**src/rtl/pcileech_rstctl_pkg.sv**
```systemverilog
// Shared types and default constants for the PCILeech reset/button controller.
// Reset sequencer state encoding plus counter-sizing helpers.
package pcileech_rstctl_pkg;

    typedef enum logic [1:0] {
        S_POR     = 2'd0,
        S_RUN     = 2'd1,
        S_HOLD    = 2'd2,
        S_STRETCH = 2'd3
    } rstctl_state_t;

    localparam int unsigned DEF_POR_CYCLES      = 64;
    localparam int unsigned DEF_DEBOUNCE_CYCLES = 1000000;
    localparam int unsigned DEF_STRETCH_CYCLES  = 64;
    localparam int unsigned DEF_HEARTBEAT_BIT   = 26;

    // Bits needed to hold 0..n-1, never less than one.
    function automatic int unsigned cnt_width(input int unsigned n);
        return (n <= 2) ? 1 : $clog2(n);
    endfunction

    function automatic int unsigned max_u(input int unsigned a, input int unsigned b);
        return (a > b) ? a : b;
    endfunction

endpackage

```
**src/rtl/pcileech_rstctl_debounce.sv**
```systemverilog
// Two-flop synchronizer followed by a hold-time debouncer for one raw button.
// The debounced level only follows the synchronized level after it has differed for DEBOUNCE_CYCLES.
module pcileech_debounce
    import pcileech_rstctl_pkg::*;
#(
    parameter int unsigned DEBOUNCE_CYCLES = DEF_DEBOUNCE_CYCLES
) (
    input  logic i_clk,
    input  logic i_rst_n,
    input  logic i_raw,
    output logic o_db
);

    localparam int unsigned CW = cnt_width(DEBOUNCE_CYCLES);
    localparam logic [CW-1:0] LAST = CW'(DEBOUNCE_CYCLES - 1);

    logic          r_sync1;
    logic          r_sync2;
    logic          r_db;
    logic [CW-1:0] r_cnt;

    always_ff @(posedge i_clk) begin
        if (!i_rst_n) begin
            r_sync1 <= 1'b0;
            r_sync2 <= 1'b0;
            r_db    <= 1'b0;
            r_cnt   <= '0;
        end else begin
            r_sync1 <= i_raw;
            r_sync2 <= r_sync1;
            // Any return to the accepted level restarts the hold window.
            if (r_sync2 != r_db) begin
                if (r_cnt == LAST) begin
                    r_db  <= r_sync2;
                    r_cnt <= '0;
                end else begin
                    r_cnt <= r_cnt + 1'b1;
                end
            end else begin
                r_cnt <= '0;
            end
        end
    end

    assign o_db = r_db;

endmodule

```
**src/rtl/pcileech_rstctl.sv**
```systemverilog
// System reset sequencer, button debounce, tick counter and heartbeat LED for the PCILeech top.
// Optional PCIe PERST# input is enabled with `define PCILEECH_RSTCTL_PERST_EN.
module pcileech_rstctl
    import pcileech_rstctl_pkg::*;
#(
    parameter int unsigned POR_CYCLES      = DEF_POR_CYCLES,
    parameter int unsigned DEBOUNCE_CYCLES = DEF_DEBOUNCE_CYCLES,
    parameter int unsigned STRETCH_CYCLES  = DEF_STRETCH_CYCLES,
    parameter int unsigned HEARTBEAT_BIT   = DEF_HEARTBEAT_BIT
) (
    input  logic        clk,
    input  logic        rst_n,
    input  logic        btn_rst,
    input  logic        btn_inv,
`ifdef PCILEECH_RSTCTL_PERST_EN
    input  logic        pcie_rst_n,
`endif
    output logic        rst,
    output logic        ft601_rst_n,
    output logic        btn_inv_db,
    output logic        led_heartbeat,
    output logic [63:0] tickcount
);

    localparam int unsigned CW = cnt_width(max_u(POR_CYCLES, STRETCH_CYCLES));
    localparam logic [CW-1:0] POR_LAST     = CW'(POR_CYCLES - 1);
    localparam logic [CW-1:0] STRETCH_LAST = CW'(STRETCH_CYCLES - 1);

    logic          w_db_rst;
    logic          w_db_inv;
    logic          w_req;
    rstctl_state_t r_state;
    rstctl_state_t w_next_state;
    logic [CW-1:0] r_cnt;
    logic [CW-1:0] w_next_cnt;
    logic          r_rst;
    logic          r_ft601_rst_n;
    logic          r_led;
    logic [63:0]   r_tick;

    pcileech_debounce #(.DEBOUNCE_CYCLES(DEBOUNCE_CYCLES)) u_db_rst (
        .i_clk   (clk),
        .i_rst_n (rst_n),
        .i_raw   (btn_rst),
        .o_db    (w_db_rst)
    );

    pcileech_debounce #(.DEBOUNCE_CYCLES(DEBOUNCE_CYCLES)) u_db_inv (
        .i_clk   (clk),
        .i_rst_n (rst_n),
        .i_raw   (btn_inv),
        .o_db    (w_db_inv)
    );

`ifdef PCILEECH_RSTCTL_PERST_EN
    // PERST# is already clean from the host; synchronize only, no debounce.
    logic r_perst_sync1;
    logic r_perst_sync2;

    always_ff @(posedge clk) begin
        if (!rst_n) begin
            r_perst_sync1 <= 1'b1;
            r_perst_sync2 <= 1'b1;
        end else begin
            r_perst_sync1 <= pcie_rst_n;
            r_perst_sync2 <= r_perst_sync1;
        end
    end

    assign w_req = w_db_rst | ~r_perst_sync2;
`else
    assign w_req = w_db_rst;
`endif

    always_comb begin
        w_next_state = r_state;
        w_next_cnt   = r_cnt;
        case (r_state)
            S_POR: begin
                if (r_cnt == POR_LAST) begin
                    w_next_cnt   = '0;
                    w_next_state = w_req ? S_HOLD : S_RUN;
                end else begin
                    w_next_cnt = r_cnt + 1'b1;
                end
            end
            S_RUN: begin
                w_next_cnt = '0;
                if (w_req) w_next_state = S_HOLD;
            end
            S_HOLD: begin
                w_next_cnt = '0;
                if (!w_req) w_next_state = S_STRETCH;
            end
            S_STRETCH: begin
                if (w_req) begin
                    w_next_state = S_HOLD;
                    w_next_cnt   = '0;
                end else if (r_cnt == STRETCH_LAST) begin
                    w_next_state = S_RUN;
                    w_next_cnt   = '0;
                end else begin
                    w_next_cnt = r_cnt + 1'b1;
                end
            end
            default: begin
                w_next_state = S_POR;
                w_next_cnt   = '0;
            end
        endcase
    end

    always_ff @(posedge clk) begin
        if (!rst_n) begin
            r_state       <= S_POR;
            r_cnt         <= '0;
            r_rst         <= 1'b1;
            r_ft601_rst_n <= 1'b0;
        end else begin
            r_state       <= w_next_state;
            r_cnt         <= w_next_cnt;
            r_rst         <= (w_next_state != S_RUN);
            r_ft601_rst_n <= (w_next_state == S_RUN);
        end
    end

    // Tick keeps running through system reset; only the block reset clears it.
    always_ff @(posedge clk) begin
        if (!rst_n) begin
            r_tick <= '0;
            r_led  <= 1'b0;
        end else begin
            r_tick <= r_tick + 64'd1;
            r_led  <= r_tick[HEARTBEAT_BIT] | w_db_rst | w_db_inv;
        end
    end

    assign rst           = r_rst;
    assign ft601_rst_n   = r_ft601_rst_n;
    assign btn_inv_db    = w_db_inv;
    assign led_heartbeat = r_led;
    assign tickcount     = r_tick;

endmodule
```
**config.mk**
```make
export PLATFORM = sky130hd
export DESIGN_NAME = pcileech_rstctl
export DESIGN_NICKNAME = d
export VERILOG_FILES = /design/src/rtl/pcileech_rstctl_pkg.sv /design/src/rtl/pcileech_rstctl_debounce.sv /design/src/rtl/pcileech_rstctl.sv
export SDC_FILE = /design/constraint.sdc
export NUM_CORES = 1
export LEC_CHECK = 0
export BUFFER_PORTS_ARGS = -buffer_cell sky130_fd_sc_hd__buf_4
export CELL_PAD_IN_SITES_DETAIL_PLACEMENT = 2
export CELL_PAD_IN_SITES_GLOBAL_PLACEMENT = 2
export CORE_AREA = 2 2 128 130
export DETAILED_ROUTE_END_ITERATION = 8
export DIE_AREA = 0 0 130 132
export GPL_TIMING_DRIVEN = 0
export PLACE_DENSITY = 0.78
export SETUP_SLACK_MARGIN = 0.05
export SLEW_MARGIN = 25
export SYNTH_ARGS = -nofsm -noshare
export SYNTH_HDL_FRONTEND = slang
export SYNTH_SLANG_ARGS = --single-unit
```
**constraint.sdc**
```tcl
create_clock -name clk -period 2.85 [get_ports clk]
set_input_delay 0.285 -clock clk [delete_from_list [all_inputs] [get_ports clk]]
set_output_delay 0.285 -clock clk [all_outputs]
set_load 0.05 [all_outputs]
```
### Yosys cells after proc, flatten, opt, wreduce, memory -nomap -nowiden

Index checks and enable logic that the tools add are counted.

| storage, ports and cells | value |
|---|---|
| logic and storage cells | 49 |
| input bits | 4 |
| output and inout bits | 68 |
| register bits | 121 |

| operators by class | value |
|---|---|
| add/subtract/negate cells | 4 |
| mux-type cells | 10 |
| reductions and logical operators | 6 |
| bitwise gates (word level) | 5 |
| equal/unequal tests | 10 |

Operator list:

| kind | count |
|---|---|
| 64-bit by 1-bit adder with 64-bit output, second input constant | 1 |
| 20-bit by 1-bit adder with 20-bit output, second input constant | 2 |
| 20-bit equality test, second input constant | 2 |
| 6-bit one-hot mux with 3 select lines | 1 |
| 2-bit 2-to-1 mux | 6 |
| 6-bit 2-to-1 mux | 2 |
| 2-bit one-hot mux with 4 select lines | 1 |
| 6-bit by 1-bit adder with 6-bit output, second input constant | 1 |
| 6-bit equality test, second input constant | 1 |
| 3-bit OR reduction | 2 |
| 2-bit by 1-bit equality test with 1-bit output, second input constant | 2 |
| 2-bit equality test, second input constant | 2 |
| 2-bit AND reduction | 2 |
| 1-bit inverter | 3 |
| 2-bit zero test | 1 |
| 1-bit inequality test | 2 |
| 2-bit by 1-bit inequality test with 1-bit output, second input constant | 1 |
| 1-bit bitwise OR | 2 |
| 2-bit OR reduction | 1 |

### Logic depth before layout (Yosys ltp)

Gate-level depths: netlist of run 1.

| logic depth | value |
|---|---|
| word-level depth | 5 |
| gate-level depth with buffers | 9 |
| mapped depth without buffers | 6 |

### Hierarchy

A second synthesis of run 1 with hierarchy kept.

| unflattened totals | value |
|---|---|
| cells, all modules | 631 |
| area, all modules | 5522.8 um^2 |

Modules (own cells, without submodules):

| module | seq. area each (um^2) | area an instance (um^2) | cells each | instances |
|---|---|---|---|---|
| pcileech_rstctl | 1501.4 | 3525.9 | 407 | 1 |
| pcileech_debounce | 460.4 | 998.5 | 112 | 2 |

### Worst setup path after synthesis of run 1

No wires, ideal clock.

| timing | value |
|---|---|
| path kind | reg-to-reg |
| start point | reg r_tick[9], in the netlist tickcount[9] |
| end point | reg r_tick[60], in the netlist tickcount[60] |
| stages on the path, launching flop included | 7 |
| buffers on the path | 1 |
| data required time | 2780 ps |
| arrival time | 2709 ps |
| setup slack | 71 ps |
| setup time | 70 ps |
| period minus slack after synthesis | 2779 ps |
| cells stage by stage | dfxtp_1 nand4_1 or4_1 buf_2 or4_4 or4_1 a21oi_1 |

| on the way | value |
|---|---|
| cells in the longest elaborated chain, start to end | 1 |

RTL lines:

| what | line | RTL |
|---|---|---|
| start: declaration | pcileech_rstctl.sv:39 | `logic [63:0] r_tick;` |
| start signal: assignment | pcileech_rstctl.sv:133 | `r_tick <= r_tick + 64'd1;` |
| 64-bit by 1-bit adder with 64-bit output | pcileech_rstctl.sv:133 |  |

Every way passes these cells.
A chain may end at the register's enable or synchronous reset.

### Final worst setup path of run 1

| timing | value |
|---|---|
| start point | reg r_tick[10], in the netlist tickcount[10] |
| end point | reg r_tick[62], in the netlist tickcount[62] |

Same word-level chain as after synthesis.

==> impl_metrics.csv, run 1 <==
group,metric,value,unit
sta,hold_viol,0,
setup_path,cp_max_fo,10,
clock_network,post_cts_buffers,0,
setup_path,reg2reg_slack,0.20,ns
setup_path,worst_ep_arrival_time,2.99,ns
yosys,synth_top_family_by_area,"simple AND/OR/NAND/NOR gates",
placed_design,pre_cts_slack,-0.03503,ns
global_route,gr-usage-all-layers,20.30,%
routing,avgRoutedWirePerCell,17.80,um
yosys,synth-adder-area-share,1.140,%
floorplanning,ios,72,
global_route,grt_pass1_vias,5290,
cells_and_area,finish.net_count,719,
setup_path,crit_top_cell,"buf_4",
outcome,outcome,"finished clean",
cells_and_area,diodes,0,
floorplanning,coreArea,0.01571,sq mm
setup_path,rr_startpoint,"tickcount[10]",
floorplanning,num_rows,46,
yosys,synthDistinctLibCells,36,
yosys,synth_mux_area_share,0.7601,%
sta,timing.hold.ws,0.08915,ns
clock_network,clock_latency,0.42,ns
sta,fin_crit,2.650,ns
floorplanning,start_util,33.52,%
run,maxCapViolations,0,
routing,drt-total-wl,16700,um
routing,detail-route-antenna-nets,0,
yosys,syn-cell-area,0.005268,sq mm
worst_hold_path,hold_path.class,"in2reg",
sta,tns,0,ns
power,leakage,2.310,nW
yosys,ys_seq_area_share,45.99,%
global_route,antenna_found_initial,0,
routing,vias,4829,
clock_network,clock_sinks,121,
routing,drt-vias-per-instance,5.148,
clock_network,path_clk_slew,0.06,ns
placed_design,port-buffer-count,71,
yosys,synth-xor-area-share,12.64,%
power,internal_power,3.265,mW
routing,drtPass1Iterations,4,
routing,drc,0,
power,ir_drop,457.7,uV
yosys,avgSynthCellArea,8.442,sq um
clock_network,cts_max_path_buffers,2,
setup_path,startpoint,"tickcount[10]",
setup_path,cp-end-kind,"register",
sta,fmax,377.4,MHz
setup_path,start_kind,"register",
sta,setup_viol,0,
yosys,synth-compound-area-share,5.083,%
yosys,synth_seq_cells,121,
setup_path,path_class,"reg2reg",
floorplanning,dieWidth,130,um
setup_path,critical-path-top-delay-family,"simple AND/OR/NAND/NOR gates",
floorplanning,die_h,132,um
yosys,synth_nets,632,
yosys,synthSimpleGateAreaFrac,31.24,%
setup_path,path_cells,"nand4_1 > or4_1 > buf_4 > or4_4 > buf_4 > or3_1 > a21oi_1",
cells_and_area,drive_gt1_share,16.76,%
cells_and_area,nFillCells,1752,
setup_path,r2r-end,"tickcount[62]",
clock_network,numCtsBuffers,17,
sta,grt_setup_unrepaired,"false",
sta,drv_slew,0,
yosys,yosysWarnings,0,
power,power_density,609.7,mW/mm^2
global_route,grt_max_degree,17,
setup_path,critPathSlowestCell,"or4_4",
setup_path,r2r_cells,7,
sta,slew_headroom,55.25,%
yosys,synth_cells,624,
cells_and_area,area_growth_syn_to_layout,27.39,%
power,clockPowerShare,56.3,%
power,swShare,20.21,%
placed_design,place.gp.congestion,0.7432,
setup_path,cpPeakStageDelay,0.59,ns
global_route,overflow,0,
clock_network,cts_tree,"built",
setup_path,crit_cells,7,
routing,drt_iter0_drc,121,
clock_network,htree_levels,4,
sta,max_slew.worst_pin.slew,0.6662,ns
placed_design,place_hpwl,11670,um
power,p_sw,0.8269,mW
power,pwr-share-comb,1.8,%
power,pwr-share-seq,41.8,%
setup_path,worstPathRequired,3.19,ns
power,finalPower,4.092,mW
setup_path,worst-path-buf-inv,2,
sta,worst_slack,0.2000,ns
global_route,grt_pass1_wl,27740,um
floorplanning,dieArea,0.01716,sq mm
sta,min_period_over_period,92.98,%
setup_path,endpoint,"tickcount[62]",
clock_network,clockRootBuffer,"clkbuf_16",
sta,finClkSkew,0.009443,ns
[layout make-up]
class	count	area [sq um]	share of cell area [%]
flip-flops and latches	121	2437	36.32
inverters	17	63.81	0.9510
plain buffers	23	97.59	1.454
repair buffers	71	533.0	7.943
multi-input cells	460	2681	39.96
clock buffers	22	484.2	7.216
clock inverters	8	142.6	2.126
well taps	216	270.3	4.028
[layout by cell type (no fill, tap or decap), drive strengths merged]
master,n
xnor2,46
nand2b,2
nand2,43
or4b,1
mux2i,4
or2,3
and4,8
nand3,42
o31ai,5
and3,13
inv,17
clkinv,3
nand3b,1
or3,19
or4,16
and2,7
o21ai,18
buf,78
ha,4
bufinv,4
nand4,28
clkinvlp,1
dfxtp,121
maj3,1
nor3b,1
a21oi,22
nand4b,1
clkbuf,38
xor2,30
nor4b,2
nor2b,1
a21o,1
nor2,110
o211ai,3
nor3,16
nor4,12
[repair_timing]
action                     in CTS  in global routing
setup endpoints to repair       4                  8
hold buffers                    0                  0
gates resized for setup         3                 17
[metrics by stage]
step	area, sq um	instances	utilization [%]
global route	6710	938	42.71
detailed placement	6071	911	38.64
finish	6710	938	42.71
floorplan	5268	624	-
global placement	6071	911	38.64
CTS	6698	940	42.63
[cells in the mapped netlist (all sizes together)]
cell type	number	area, sq um
a21o	1	7.510
a21oi	22	110.1
and2	7	43.79
and3	13	81.33
and4	8	70.07
buf	5	22.52
clkbuf	21	80.07
dfxtp	121	2422
ha	4	50.05
inv	17	63.81
maj3	1	10.01
mux2i	4	40.04
nand2	43	161.4
nand2b	2	12.51
nand3	42	210.2
nand3b	1	7.510
nand4	28	175.2
nand4b	1	8.760
nor2	110	412.9
nor2b	1	6.260
nor3	16	80.08
nor3b	1	7.510
nor4	12	75.07
nor4b	2	17.52
o211ai	3	22.52
o21ai	18	90.09
o31ai	5	37.54
or2	3	18.77
or3	19	118.9
or4	16	127.6
or4b	1	10.01
xnor2	46	402.9
xor2	30	262.8
[state kept, by name, summed over array words and instances, names as in the netlist]
register	count
u_db_inv.r_sync2	1
u_db_inv.r_cnt	20
r_state	2
u_db_rst.r_sync2	1
u_db_rst.r_cnt	20
rst	1
ft601_rst_n	1
u_db_inv.r_sync1	1
tickcount	64
u_db_rst.r_sync1	1
u_db_inv.o_db	1
r_cnt	6
led_heartbeat	1
u_db_rst.o_db	1
[cells by family after synthesis]
family / count (synthesis)
buffers and inverters: 43
multiplexers: 4
flip-flops: 121
AND/OR/NAND/NOR: 326
XOR/XNOR: 76
AO/OA/AOI/OAI: 49
adder cells (fa/ha/maj): 5
[layer usage]
metal | part of all wire [%] | vias up | routed length [um] | global-route usage [%]
met5 | 0 | - | 0 | 0
met4 | 1.1 | 0 | 187 | 5.974
met3 | 2.9 | 15 | 491 | 3.977
met2 | 53 | 68 | 8886 | 36.79
met1 | 43 | 2415 | 7134 | 23.92
li1 | - | 2331 | - | -
[how the worst min path moves through the flow]
stage / to / slack [ns] / from / cells past startpoint
after floorplan: u_db_inv.r_sync2 / 0.41 / u_db_inv.r_sync1 / 1
after global placement: u_db_inv.r_sync2 / 0.42 / u_db_inv.r_sync1 / 1
after detailed placement: u_db_inv.r_sync2 / 0.43 / u_db_inv.r_sync1 / 1
after CTS: u_db_rst.r_sync1 / 0.07 / btn_rst / 2
after global routing: u_db_inv.r_sync1 / 0.08 / btn_inv / 2
final: u_db_inv.r_sync1 / 0.09 / btn_inv / 2
[power groups by stage]
stage / registers (mW) / logic [mW] / clock network, mW
4_1_cts: 1.71 / 0.0765 / 2.35
3_5_place_dp: 1.75 / 0.0759 / 0
5_1_grt: 1.71 / 0.0828 / 2.45
2_1_floorplan: 1.76 / 0.0338 / 0
6_report: 1.71 / 0.0751 / 2.30
3_3_place_gp: 1.75 / 0.0718 / 0
Note: power is estimated with default switching activity, not from simulation.
==> run 2, diff against run 1 <==
--- a/config.mk
+++ b/config.mk
@@ -13,6 +13,8 @@
 export DIE_AREA = 0 0 130 132
 export GPL_TIMING_DRIVEN = 0
 export PLACE_DENSITY = 0.78
+export RECOVER_POWER = 50
+export REMOVE_ABC_BUFFERS = 1
 export SETUP_SLACK_MARGIN = 0.05
 export SLEW_MARGIN = 25
 export SYNTH_ARGS = -nofsm -noshare
==> run 2 against run 1 <==
- clock power is 13% lower
- highest routed layer unchanged
- non-clock buffer count is 19 lower
- setup slack worse by 0.041 ns
- utilization is 2.6 points lower
- clock-buffer cell count stayed put
- global-route usage is 0.27 points lower
- critical endpoint is now tickcount[60]
- register-to-register slack worse by 0.04 ns
==> impl_metrics.csv, run 2 (synthesized netlist as in run 1, its figures left out) <==
group,metric,value,unit
setup_path,critPathSlowestCell,"or4_4",
floorplanning,coreArea,0.01571,sq mm
sta,grt_setup_unrepaired,"false",
setup_path,worstPathRequired,3.20,ns
sta,fmax,371.6,MHz
power,swShare,21.70,%
outcome,outcome,"finished clean",
global_route,gr-usage-all-layers,20.03,%
floorplanning,die_h,132,um
routing,drt-total-wl,16150,um
clock_network,path_clk_slew,0.05,ns
sta,setup_viol,0,
floorplanning,start_util,33.52,%
power,clockPowerShare,52.7,%
setup_path,worst_ep_arrival_time,3.04,ns
sta,fin_crit,2.691,ns
setup_path,path_class,"reg2reg",
setup_path,start_kind,"register",
global_route,grt_max_degree,44,
cells_and_area,area_growth_syn_to_layout,19.62,%
cells_and_area,layout_commonest_cell,"dfxtp_1",
cells_and_area,final_area,0.006301,sq mm
routing,drt_iter0_drc,156,
routing,drt-vias-per-instance,5.209,
routing,drtPass1Iterations,4,
run,maxCapViolations,0,
clock_network,clockRootBuffer,"clkbuf_16",
power,leakage,1.954,nW
floorplanning,ios,72,
cells_and_area,finish.net_count,700,
setup_path,cp-end-kind,"register",
sta,hold_viol,0,
placed_design,place_area,0.005991,sq mm
setup_path,crit_top_cell,"or4_4",
cells_and_area,drive_gt1_share,5.966,%
floorplanning,num_rows,46,
cells_and_area,multi_input_area,0.002686,sq mm
clock_network,clock_sinks,121,
placed_design,pre_cts_slack,-0.2527,ns
sta,max_slew.worst_pin.slew,0.9820,ns
power,internal_power,2.949,mW
global_route,grt_pass1_vias,5388,
clock_network,cts_tree,"built",
clock_network,htree_levels,4,
worst_hold_path,hold_path.class,"in2reg",
routing,drc,0,
cells_and_area,layout_common_cells,"121 x dfxtp_1, 110 x nor2_1, 72 x clkbuf_1",
cells_and_area,largest_register_ffs,64,
power,pwr-share-seq,45.5,%
floorplanning,dieWidth,130,um
sta,finClkSkew,0.007167,ns
sta,slew_headroom,34.53,%
setup_path,cpPeakStageDelay,0.63,ns
setup_path,cp_max_fo,14,
cells_and_area,diodes,0,
floorplanning,dieArea,0.01716,sq mm
clock_network,numCtsBuffers,17,
sta,drv_slew,0,
routing,vias,4792,
placed_design,place_hpwl,11200,um
power,pwr-share-comb,1.8,%
routing,detail-route-antenna-nets,0,
global_route,overflow,0,
placed_design,place.gp.congestion,0.7139,
clock_network,cts_max_path_buffers,2,
placed_design,port-buffer-count,71,
routing,avgRoutedWirePerCell,17.55,um
setup_path,path_cells,"nand3_1 > or4_4 > or4_4 > or4_1 > a21oi_1",
power,p_sw,0.8172,mW
sta,worst_slack,0.1589,ns
sta,min_period_over_period,94.43,%
global_route,antenna_found_initial,0,
clock_network,clock_latency,0.42,ns
power,power_density,597.7,mW/mm^2
global_route,grt_pass1_wl,27140,um
cells_and_area,register_area,0.002422,sq mm
cells_and_area,nFillCells,1813,
power,ir_drop,407.6,uV
-- run 2: changes by cell type in the layout (fill, tap and decap cells not counted), moves of 3 or more --
cell / previous run / this run
buf_4: 73 / 5
clkbuf_1: 17 / 72
dfxtp_1: 111 / 121
dfxtp_2: 9 / 0
and2_0: 0 / 3
and2_1: 7 / 4
buf_2: 3 / 0
bufinv_16: 4 / 1
clkinv_2: 3 / 6
-- run 2: final timing paths --
| kind | slack [ns] | depth (start not counted) | start | end |
|---|---|---|---|---|
| worst max-delay path | 0.16 | 5 | tickcount[26] | tickcount[60] |
| worst min-delay path | 0.08 | 2 | btn_rst | u_db_rst.r_sync1 |
| worst max register to register | 0.16 | 5 | tickcount[26] | tickcount[60] |
| worst min register to register | 0.44 | 1 | u_db_rst.r_sync1 | u_db_rst.r_sync2 |
-- run 2: what timing repair did --
| item | 4_1_cts | 5_1_grt |
|---|---|---|
| setup endpoints to repair | 13 | 0 |
| resized for setup | 2 | 0 |
| buffers inserted | 3 | 0 |
| hold buffers | 0 | 0 |
-- run 2: layer usage --
metal	up-vias	part of all wire, %	global-route usage, %
li1	2296	-	-
met1	2390	41	22.16
met2	77	52	35.95
met3	29	3.8	5.032
met4	0	2.6	8.423
met5	-	0	0
-- run 2: power groups by stage --
stage,Combinational [mW],Sequential (mW),Clock (mW)
after floorplan,0.0288,1.76,0
after global placement,0.0654,1.75,0
after detailed placement,0.0731,1.75,0
after CTS,0.0731,1.71,2.02
after global routing,0.0757,1.71,2.11
final,0.0673,1.71,1.99
-- run 2: through the flow --
step                util, %  total power [mW]  cells  hold WS (ns)  TNS, ns
floorplan                 -             1.788    598        0.4067  -0.1466
global placement      37.98             1.813    885        0.4185   -12.35
detailed placement    38.13             1.822    886        0.4217  -0.6597
CTS                   41.75             3.810    920       0.06014        0
global route          40.10             3.901    920       0.07067        0
finish                40.10             3.766    920       0.07986        0
-- run 2: layout make-up --
class,count,area share [%]
clock buffers,22,7.367
clock inverters,9,1.191
flip-flops and latches,121,38.44
multi-input cells,460,42.63
inverters,17,1.052
well taps,216,4.289
repair buffers,75,5.024
-- run 2: critical path: cells and delay by family, from the launching register on --
kind	cells	cell delay [ns]
AND/OR/NAND/NOR	4	1.97
AO/OA/AOI/OAI	1	0.16
flip-flops	1	0.48
